### config.mk
export PLATFORM = sky130hd
export DESIGN_NAME = rv32_dmem_ctrl_flat
export DESIGN_NICKNAME = d
export VERILOG_FILES = /design/src/rtl/rv32_dmem_ctrl_if.sv /design/src/rtl/rv32_dmem_ctrl.sv /design/src/flat_wrapper.sv
export SDC_FILE = /design/constraint.sdc
export NUM_CORES = 1
export LEC_CHECK = 0
export CAP_MARGIN = 10
export CELL_PAD_IN_SITES_DETAIL_PLACEMENT = 0
export CELL_PAD_IN_SITES_GLOBAL_PLACEMENT = 1
export CORE_UTILIZATION = 31
export CTS_BUF_LIST = sky130_fd_sc_hd__clkbuf_4 sky130_fd_sc_hd__clkbuf_8 sky130_fd_sc_hd__clkbuf_16
export DETAILED_ROUTE_END_ITERATION = 7
export GPL_TIMING_DRIVEN = 1
export PLACE_DENSITY = 0.92
export SYNTH_ARGS = -nofsm -noshare
export SYNTH_HDL_FRONTEND = slang
export SYNTH_SLANG_ARGS = --single-unit
### constraint.sdc
create_clock -name clk -period 4.8 [get_ports clk]
set_input_delay 1.44 -clock clk [delete_from_list [all_inputs] [get_ports clk]]
set_output_delay 1.44 -clock clk [all_outputs]
set_load 0.03 [all_outputs]
### src/rtl/rv32_dmem_ctrl_if.sv
// Memory-stage request/response and data-bus signals of the RV32 data-memory controller.
// slave is the controller's view; master is the view of whoever drives the pipeline and the bus.
interface rv32_dmem_ctrl_if;
   logic        read_in;
   logic        write_in;
   logic [1:0]  width_in;
   logic        zero_extend_in;
   logic [31:0] address_in;
   logic [31:0] write_value_in;
   logic [31:0] read_value_out;
   logic        stall_out;
   logic        fault_out;
   logic [31:0] bus_address_out;
   logic        bus_read_out;
   logic        bus_write_out;
   logic [3:0]  bus_write_mask_out;
   logic [31:0] bus_write_value_out;
   logic [31:0] bus_read_value_in;
   logic        bus_ready_in;

   modport slave (
      input  read_in, write_in, width_in, zero_extend_in, address_in, write_value_in,
      input  bus_read_value_in, bus_ready_in,
      output read_value_out, stall_out, fault_out,
      output bus_address_out, bus_read_out, bus_write_out, bus_write_mask_out, bus_write_value_out
   );

   modport master (
      output read_in, write_in, width_in, zero_extend_in, address_in, write_value_in,
      output bus_read_value_in, bus_ready_in,
      input  read_value_out, stall_out, fault_out,
      input  bus_address_out, bus_read_out, bus_write_out, bus_write_mask_out, bus_write_value_out
   );
endinterface

### src/rtl/rv32_dmem_ctrl.sv
// RV32 data-memory controller: aligned loads/stores over a ready-handshaked bus, 2-cycle minimum latency.
// Stalls the pipeline until bus_ready_in; aborts with a fault after TIMEOUT_CYCLES waiting BUSY cycles.
module rv32_dmem_ctrl #(
   parameter int unsigned TIMEOUT_CYCLES = 255
) (
   input  logic            clk,
   input  logic            reset,
   rv32_dmem_ctrl_if.slave bus
);

   localparam int CW = (TIMEOUT_CYCLES < 2) ? 1 : $clog2(TIMEOUT_CYCLES + 1);
   localparam logic [CW-1:0] TMAX = CW'(TIMEOUT_CYCLES);

   typedef enum logic {IDLE, BUSY} state_t;

   state_t      state_q, state_d;
   logic [CW-1:0] cnt_q, cnt_d;
   logic [31:0] addr_q, addr_d;
   logic [1:0]  width_q, width_d;
   logic        zext_q, zext_d;
   logic        rd_q, rd_d;
   logic        wr_q, wr_d;
   logic [3:0]  mask_q, mask_d;
   logic [31:0] wval_q, wval_d;

   logic        req;
   logic        misaligned;
   logic [1:0]  width_n;
   logic [3:0]  lane_mask;
   logic [31:0] lane_dat;
   logic [31:0] rd_shifted;
   logic [31:0] load_val;
   logic        stall;
   logic        fault;
   logic [31:0] read_val;

   // Width 3 is folded into word so every downstream decode sees only 0..2.
   always_comb begin
      req     = bus.read_in | bus.write_in;
      width_n = (bus.width_in == 2'd3) ? 2'd2 : bus.width_in;
      misaligned = ((width_n == 2'd1) && bus.address_in[0]) ||
                   ((width_n == 2'd2) && (bus.address_in[1:0] != 2'b00));
      lane_mask = 4'b1111;
      lane_dat  = bus.write_value_in;
      case (width_n)
         2'd0: begin
            lane_mask = 4'b0001 << bus.address_in[1:0];
            lane_dat  = {4{bus.write_value_in[7:0]}};
         end
         2'd1: begin
            lane_mask = bus.address_in[1] ? 4'b1100 : 4'b0011;
            lane_dat  = {2{bus.write_value_in[15:0]}};
         end
         default: begin
            lane_mask = 4'b1111;
            lane_dat  = bus.write_value_in;
         end
      endcase
   end

   // Halves are always 2-byte aligned here, so the byte shift also selects the half.
   always_comb begin
      rd_shifted = bus.bus_read_value_in >> {addr_q[1:0], 3'b000};
      case (width_q)
         2'd0:    load_val = zext_q ? {24'd0, rd_shifted[7:0]}
                                    : {{24{rd_shifted[7]}}, rd_shifted[7:0]};
         2'd1:    load_val = zext_q ? {16'd0, rd_shifted[15:0]}
                                    : {{16{rd_shifted[15]}}, rd_shifted[15:0]};
         default: load_val = bus.bus_read_value_in;
      endcase
   end

   always_comb begin
      state_d  = state_q;
      cnt_d    = cnt_q;
      addr_d   = addr_q;
      width_d  = width_q;
      zext_d   = zext_q;
      rd_d     = rd_q;
      wr_d     = wr_q;
      mask_d   = mask_q;
      wval_d   = wval_q;
      stall    = 1'b0;
      fault    = 1'b0;
      read_val = 32'd0;
      case (state_q)
         IDLE: begin
            if (req) begin
               if (misaligned) begin
                  fault = 1'b1;
               end else begin
                  stall   = 1'b1;
                  state_d = BUSY;
                  cnt_d   = '0;
                  addr_d  = bus.address_in;
                  width_d = width_n;
                  zext_d  = bus.zero_extend_in;
                  rd_d    = bus.read_in;
                  wr_d    = ~bus.read_in;
                  mask_d  = bus.read_in ? 4'b0000 : lane_mask;
                  wval_d  = lane_dat;
               end
            end
         end
         BUSY: begin
            if (bus.bus_ready_in) begin
               read_val = rd_q ? load_val : 32'd0;
               state_d  = IDLE;
               rd_d     = 1'b0;
               wr_d     = 1'b0;
            end else if (cnt_q == TMAX) begin
               fault   = 1'b1;
               state_d = IDLE;
               rd_d    = 1'b0;
               wr_d    = 1'b0;
            end else begin
               stall = 1'b1;
               cnt_d = cnt_q + CW'(1);
            end
         end
      endcase
   end

   always_ff @(posedge clk) begin
      if (reset) begin
         state_q <= IDLE;
         cnt_q   <= '0;
         addr_q  <= 32'd0;
         width_q <= 2'd0;
         zext_q  <= 1'b0;
         rd_q    <= 1'b0;
         wr_q    <= 1'b0;
         mask_q  <= 4'd0;
         wval_q  <= 32'd0;
      end else begin
         state_q <= state_d;
         cnt_q   <= cnt_d;
         addr_q  <= addr_d;
         width_q <= width_d;
         zext_q  <= zext_d;
         rd_q    <= rd_d;
         wr_q    <= wr_d;
         mask_q  <= mask_d;
         wval_q  <= wval_d;
      end
   end

   assign bus.read_value_out      = read_val;
   assign bus.stall_out           = stall;
   assign bus.fault_out           = fault;
   assign bus.bus_address_out     = {addr_q[31:2], 2'b00};
   assign bus.bus_read_out        = rd_q;
   assign bus.bus_write_out       = wr_q;
   assign bus.bus_write_mask_out  = mask_q;
   assign bus.bus_write_value_out = wval_q;

endmodule

### src/flat_wrapper.sv
// flat-port wrapper written by rule: the top's interface ports become plain ports
module rv32_dmem_ctrl_flat 
#(
   parameter int unsigned TIMEOUT_CYCLES = 255
)
  (clk, reset, bus_read_in, bus_write_in, bus_width_in, bus_zero_extend_in, bus_address_in, bus_write_value_in, bus_bus_read_value_in, bus_bus_ready_in, bus_read_value_out, bus_stall_out, bus_fault_out, bus_bus_address_out, bus_bus_read_out, bus_bus_write_out, bus_bus_write_mask_out, bus_bus_write_value_out);
  rv32_dmem_ctrl_if bus_i ();
  input  logic clk;
  input  logic reset;
  input wire logic [$bits(bus_i.read_in)-1:0] bus_read_in;
  input wire logic [$bits(bus_i.write_in)-1:0] bus_write_in;
  input wire logic [$bits(bus_i.width_in)-1:0] bus_width_in;
  input wire logic [$bits(bus_i.zero_extend_in)-1:0] bus_zero_extend_in;
  input wire logic [$bits(bus_i.address_in)-1:0] bus_address_in;
  input wire logic [$bits(bus_i.write_value_in)-1:0] bus_write_value_in;
  input wire logic [$bits(bus_i.bus_read_value_in)-1:0] bus_bus_read_value_in;
  input wire logic [$bits(bus_i.bus_ready_in)-1:0] bus_bus_ready_in;
  output wire logic [$bits(bus_i.read_value_out)-1:0] bus_read_value_out;
  output wire logic [$bits(bus_i.stall_out)-1:0] bus_stall_out;
  output wire logic [$bits(bus_i.fault_out)-1:0] bus_fault_out;
  output wire logic [$bits(bus_i.bus_address_out)-1:0] bus_bus_address_out;
  output wire logic [$bits(bus_i.bus_read_out)-1:0] bus_bus_read_out;
  output wire logic [$bits(bus_i.bus_write_out)-1:0] bus_bus_write_out;
  output wire logic [$bits(bus_i.bus_write_mask_out)-1:0] bus_bus_write_mask_out;
  output wire logic [$bits(bus_i.bus_write_value_out)-1:0] bus_bus_write_value_out;
  assign bus_i.read_in = bus_read_in;
  assign bus_i.write_in = bus_write_in;
  assign bus_i.width_in = bus_width_in;
  assign bus_i.zero_extend_in = bus_zero_extend_in;
  assign bus_i.address_in = bus_address_in;
  assign bus_i.write_value_in = bus_write_value_in;
  assign bus_i.bus_read_value_in = bus_bus_read_value_in;
  assign bus_i.bus_ready_in = bus_bus_ready_in;
  assign bus_read_value_out = bus_i.read_value_out;
  assign bus_stall_out = bus_i.stall_out;
  assign bus_fault_out = bus_i.fault_out;
  assign bus_bus_address_out = bus_i.bus_address_out;
  assign bus_bus_read_out = bus_i.bus_read_out;
  assign bus_bus_write_out = bus_i.bus_write_out;
  assign bus_bus_write_mask_out = bus_i.bus_write_mask_out;
  assign bus_bus_write_value_out = bus_i.bus_write_value_out;
  rv32_dmem_ctrl #(.TIMEOUT_CYCLES(TIMEOUT_CYCLES)) u_core (.clk(clk), .reset(reset), .bus(bus_i));
endmodule
### Word-level counts from Yosys, hierarchy flattened

Index checks and enable logic that the tools add are counted.
W data, S select, Z words.

* flip-flop bits (word level): 82
* output and inout bits: 104
* input bits: 104
* logic and storage cells: 69

* reductions and logical operators: 9
* bitwise gates (word level): 4
* eq/ne operators: 10
* mux-type cells: 34
* shift operators: 2
* add/sub/neg operators: 1

Operators by type and width (number)
* $mux W32: 5
* $pmux W32 S2: 2
* $mux W8: 4
* $shr A32 B5 Y16: 1
* $pmux W8 S2: 1
* $mux W1: 14
* $add A8 B1 Y8 const B: 1
* $eq A8 B8 Y1 const B: 1
* $mux W4: 2
* $pmux W1 S2: 4
* $pmux W4 S2: 1
* $ne A2 B2 Y1 const B: 3
* $reduce_and A3 Y1: 2
* $eq A2 B1 Y1 const B: 2
* $eq A2 B2 Y1 const B: 2
* $logic_not A2 Y1: 2
* $reduce_and A4 Y1: 1
* $shl A1 B2 Y4 const A: 1
* $ne A3 B3 Y1 const B: 1
* $not A1 Y1: 3
* $logic_and A1 B1 Y1: 2
* $mux W2: 1
* $ne A2 B1 Y1 const B: 1
* $reduce_bool A2 Y1: 1
* 2 further kinds: 2

### Longest topological paths before layout

Gate-level depths: netlist (run 1).

* word-level depth: 8
* depth in mapped cells: 8
* gate-level depth less buffers: 5

### Worst setup path before layout (run 1)

Ideal clock, no wire load.

* path kind: input port to output port
* start point: input bus_bus_ready_in
* end point: output bus_read_value_out[21]
* arrival time: 2.751 ns
* cell stages on the path: 6
* data required time: 3.360 ns
* slack: 0.609 ns
* path buffers: 3
* path through: and3_1 -> clkbuf_1 -> and2_1 -> clkbuf_1 -> clkbuf_1 -> a21o_1

* cells in the longest elaborated chain, start to end: 2

RTL lines
* from (decl): RTL line flat_wrapper.sv:17 `input wire logic [$bits(bus_i.bus_ready_in)-1:0] bus_bus_ready_in;`
* $mux W32: RTL line rv32_dmem_ctrl.sv:106 `if (bus.bus_ready_in) begin`
* $mux W32: RTL line rv32_dmem_ctrl.sv:86 `case (state_q)`
* to (decl): RTL line flat_wrapper.sv:18 `output wire logic [$bits(bus_i.read_value_out)-1:0] bus_read_value_out;`

No other way between the ends.

### Final worst setup path (run 1)

* start point: input bus_bus_read_value_in[15]
* end point: output bus_read_value_out[17]

* cells in the longest elaborated chain, start to end: 6
* elaborated cells between the ends (all ways): 7
* classes of those cells: 1 x shift; 6 x mux

RTL lines
* from (decl): RTL line flat_wrapper.sv:16 `input wire logic [$bits(bus_i.bus_read_value_in)-1:0] bus_bus_read_value_in;`
* $shr A32 B5 Y16 (*): RTL line rv32_dmem_ctrl.sv:63 `rd_shifted = bus.bus_read_value_in >> {addr_q[1:0], 3'b000};`
* $mux W32, on equally long branches: RTL line rv32_dmem_ctrl.sv:67, rv32_dmem_ctrl.sv:65
* $pmux W32 S2 (*): RTL line rv32_dmem_ctrl.sv:64 `case (width_q)`
* $mux W32 (*): RTL line rv32_dmem_ctrl.sv:107 `read_val = rd_q ? load_val : 32'd0;`
* $mux W32 (*): RTL line rv32_dmem_ctrl.sv:106
* $mux W32 (*): RTL line rv32_dmem_ctrl.sv:86

Mark *: on every way between the ends. The rest lies on a longest branch, timed or not.

==> results.json, run 1 <==
{
  "status": "complete, no violations",
  "vias": 4608,
  "core_area_um2": 13900,
  "n_antenna_cell": 0,
  "drt_pass1_iterations": 4,
  "cpMaxStageDelayCell": "mux4_2",
  "fin_tns_setup_ns": 0,
  "yosysUniqueCellTypes": 52,
  "place_ws_ns": -0.346,
  "die_h_um": 121,
  "ys.flop_type": "dfxtp_1",
  "synth_warnings": 0,
  "clock_latency_ns": 0.33,
  "maxCapViolations": 0,
  "grt_use_total": 0.192,
  "timing.hold.ws_ns": 0.451,
  "cts_tree": "yes",
  "hold_viol": 0,
  "yosysMostFrequentCell": "nand2_1",
  "hold_buffers": 0,
  "die-area_um2": 14700,
  "setup_violations": 0,
  "synth_cells": 566,
  "path_delay_family": "buffers and inverters",
  "fin_skew_ns": 0.00801,
  "clockRootBuffer": "clkbuf_16",
  "fin_crit_sh": 0.991,
  "cp.required_ns": 3.36,
  "die_x_um": 121,
  "worst_setup_path_end_kind": "output port",
  "place_area_um2": 6400,
  "seq_area_frac_synth": 0.373,
  "antenna_found_initial": 0,
  "synth_area_leaders": "dfxtp_1 (37%), nand2_1 (11%), a21oi_1 (8.9%)",
  "drc": 0,
  "critPathMaxFanout": 15,
  "report.final.slew_viol_count": 0,
  "cts_buffers": 9,
  "clock-sinks": 82,
  "area_growth_pct": 50.8,
  "async_reset_ff_frac": 0,
  "layout.nets": 827,
  "grt_pass1_wl_um": 22500,
  "wire_per_inst_um": 15.6,
  "drtIter0Drc": 263,
  "drtAntennaViolNets": 0,
  "fmax_ghz": 0.210,
  "max_stage_delay_ns": 0.49,
  "cts-htree-levels": 3,
  "rsz0062_at_grt": "false",
  "drive_gt1_frac": 0.0963,
  "cp.arrival_ns": 3.32,
  "final_area_um2": 6630,
  "gp_congestion": 0.852,
  "grt_pass1_vias": 4594,
  "netlist_top_cells_count": "nand2_1 (129), dfxtp_1 (82), a21oi_1 (78)",
  "rows": 43,
  "ys_ff_latch": 82,
  "clockBufferDepth": 2,
  "synth_top_area_cell": "dfxtp_1",
  "grt_max_degree": 70,
  "p_per_area_nw_per_um2": 295,
  "dp.final_hpwl_um": 10200,
  "worstPathCellList": "clkdlybuf4s50_1 > mux4_2 > nor2b_1 > o211a_4 > buf_4 > a21o_1 > buf_4",
  "setup_ws_ns": 0.0416,
  "finalWirelength_um": 14200,
  "ir_drop_mv": 0.158,
  "synth_top_area_share": 0.373,
  "worst-path-buf-inv": 3,
  "relSlewSlack": 0.549,
  "io_pins": 208,
  "synthesis.area_um2": 4400,
  "post-cts-setup-buffers": 0,
  "syn_avg_cell_area_um2": 7.77,
  "portBuffers": 205,
  "crit_type": "primary input to output port",
  "overflow": 0,
  "p_leak_nw": 2.56,
  "hold_class": "flip-flop to flip-flop",
  "crit_top_cell": "buf_4",
  "clkTransAtPathRegs_ns": 0.06,
  "min_period_ns": 4.76,
  "worst_slew_pin_slew_ns": 0.676,
  "viasPerCell": 5.08,
  "cp-start-kind": "primary input",
  "synth_edf_count": 0,
  "initial_core_util": 0.317
}
-- path summary, 6_finish.rpt --
path,start,endpoint,slack (ns),cells after the start
hold reg to reg,u_core.addr_q[2],u_core.addr_q[2],0.45,2
setup / recovery,bus_bus_read_value_in[15],bus_read_value_out[17],0.04,7
setup reg to reg,u_core.state_q,u_core.bus.bus_write_out,2.67,5
hold / removal,u_core.addr_q[2],u_core.addr_q[2],0.45,2
-- layer usage --
metal | vias to the layer above | routed length [um] | global-route usage
met5 | - | 0 | 0
met4 | 0 | 390 | 0.0849
met3 | 33 | 1260 | 0.0559
met2 | 170 | 6670 | 0.329
met1 | 2149 | 5860 | 0.219
li1 | 2256 | - | -
-- through the flow --
stage | cells | utilization | power [mW]
2_1_floorplan | 567 | - | 1.06
3_3_place_gp | 891 | 0.461 | 1.26
3_5_place_dp | 891 | 0.461 | 1.27
4_1_cts | 907 | 0.482 | 1.98
5_1_grt | 907 | 0.478 | 2.04
6_report | 907 | 0.478 | 1.96
-- where the power goes --
| group | internal, mW | switching, mW |
|---|---|---|
| combinational | 0.224 | 0.277 |
| clock | 0.417 | 0.284 |
| sequential | 0.727 | 0.0276 |
| total | 1.37 | 0.588 |
-- worst reg2reg max path, stage by stage, from the launching register on --
cell       delay, ns
dfxtp_1         0.60
o21bai_1        0.31
o21bai_4        0.22
buf_4           0.55
o2111ai_1       0.21
a21oi_1         0.17
-- state kept, by name, summed over array words and instances (netlist names) --
signal	flops
u_core.bus.bus_read_out	1
u_core.state_q	1
u_core.addr_q	32
u_core.bus.bus_write_out	1
u_core.cnt_q	8
u_core.bus.bus_write_value_out	32
u_core.bus.bus_write_mask_out	4
u_core.zext_q	1
u_core.width_q	2
-- final cells by class --
class                   count  area [um2]
repair buffers            224        2150
well taps                 180         225
flip-flops and latches     82        1640
fillers                  1386        7250
multi-input cells         400        2300
clock buffers              10         239
clock inverters             6        63.8
inverters                   5        18.8
-- cells by family (layout without fill, tap and decap cells) --
group / after synthesis / in the layout / synth area share
other: 1 / 2 / 0.000853
adders and majority gates: 1 / 1 / 0.00284
and+or+nand+nor: 205 / 205 / 0.202
DFF: 82 / 82 / 0.373
AOI/OAI and AO/OA: 165 / 165 / 0.248
muxes: 27 / 27 / 0.0643
buffers and inverters: 85 / 245 / 0.109
-- placed cells by master, fill, tap and decap left out, types with 6 or more instances in the layout --
cell type and n:
mux2i_1 26, a21oi_1 78, nor2_1 33, o21ai_0 12, clkbuf_16 9, clkdlybuf4s50_1 178
nand3_1 6, a311oi_1 9, buf_4 22, clkbuf_2 14, a21o_1 16, nand2_1 129
nand3b_1 7, dfxtp_1 82, o211ai_1 17, a211oi_1 9, o221a_2 7, nand2b_1 10
-- repair_timing --
action,CTS,global route
endpoints found under the setup margin,21,14
resized for setup,21,28
hold endpoints to repair,0,0
Note: power is estimated with default switching activity, not from simulation.
==> inputs of run 2 (changes only) <==
Settings changed: CAP_MARGIN 10 to 0, CTS_CLUSTER_SIZE set to 30.
==> results of run 2 <==
The final DEF is identical to that of run 1; final timing and power are the same.
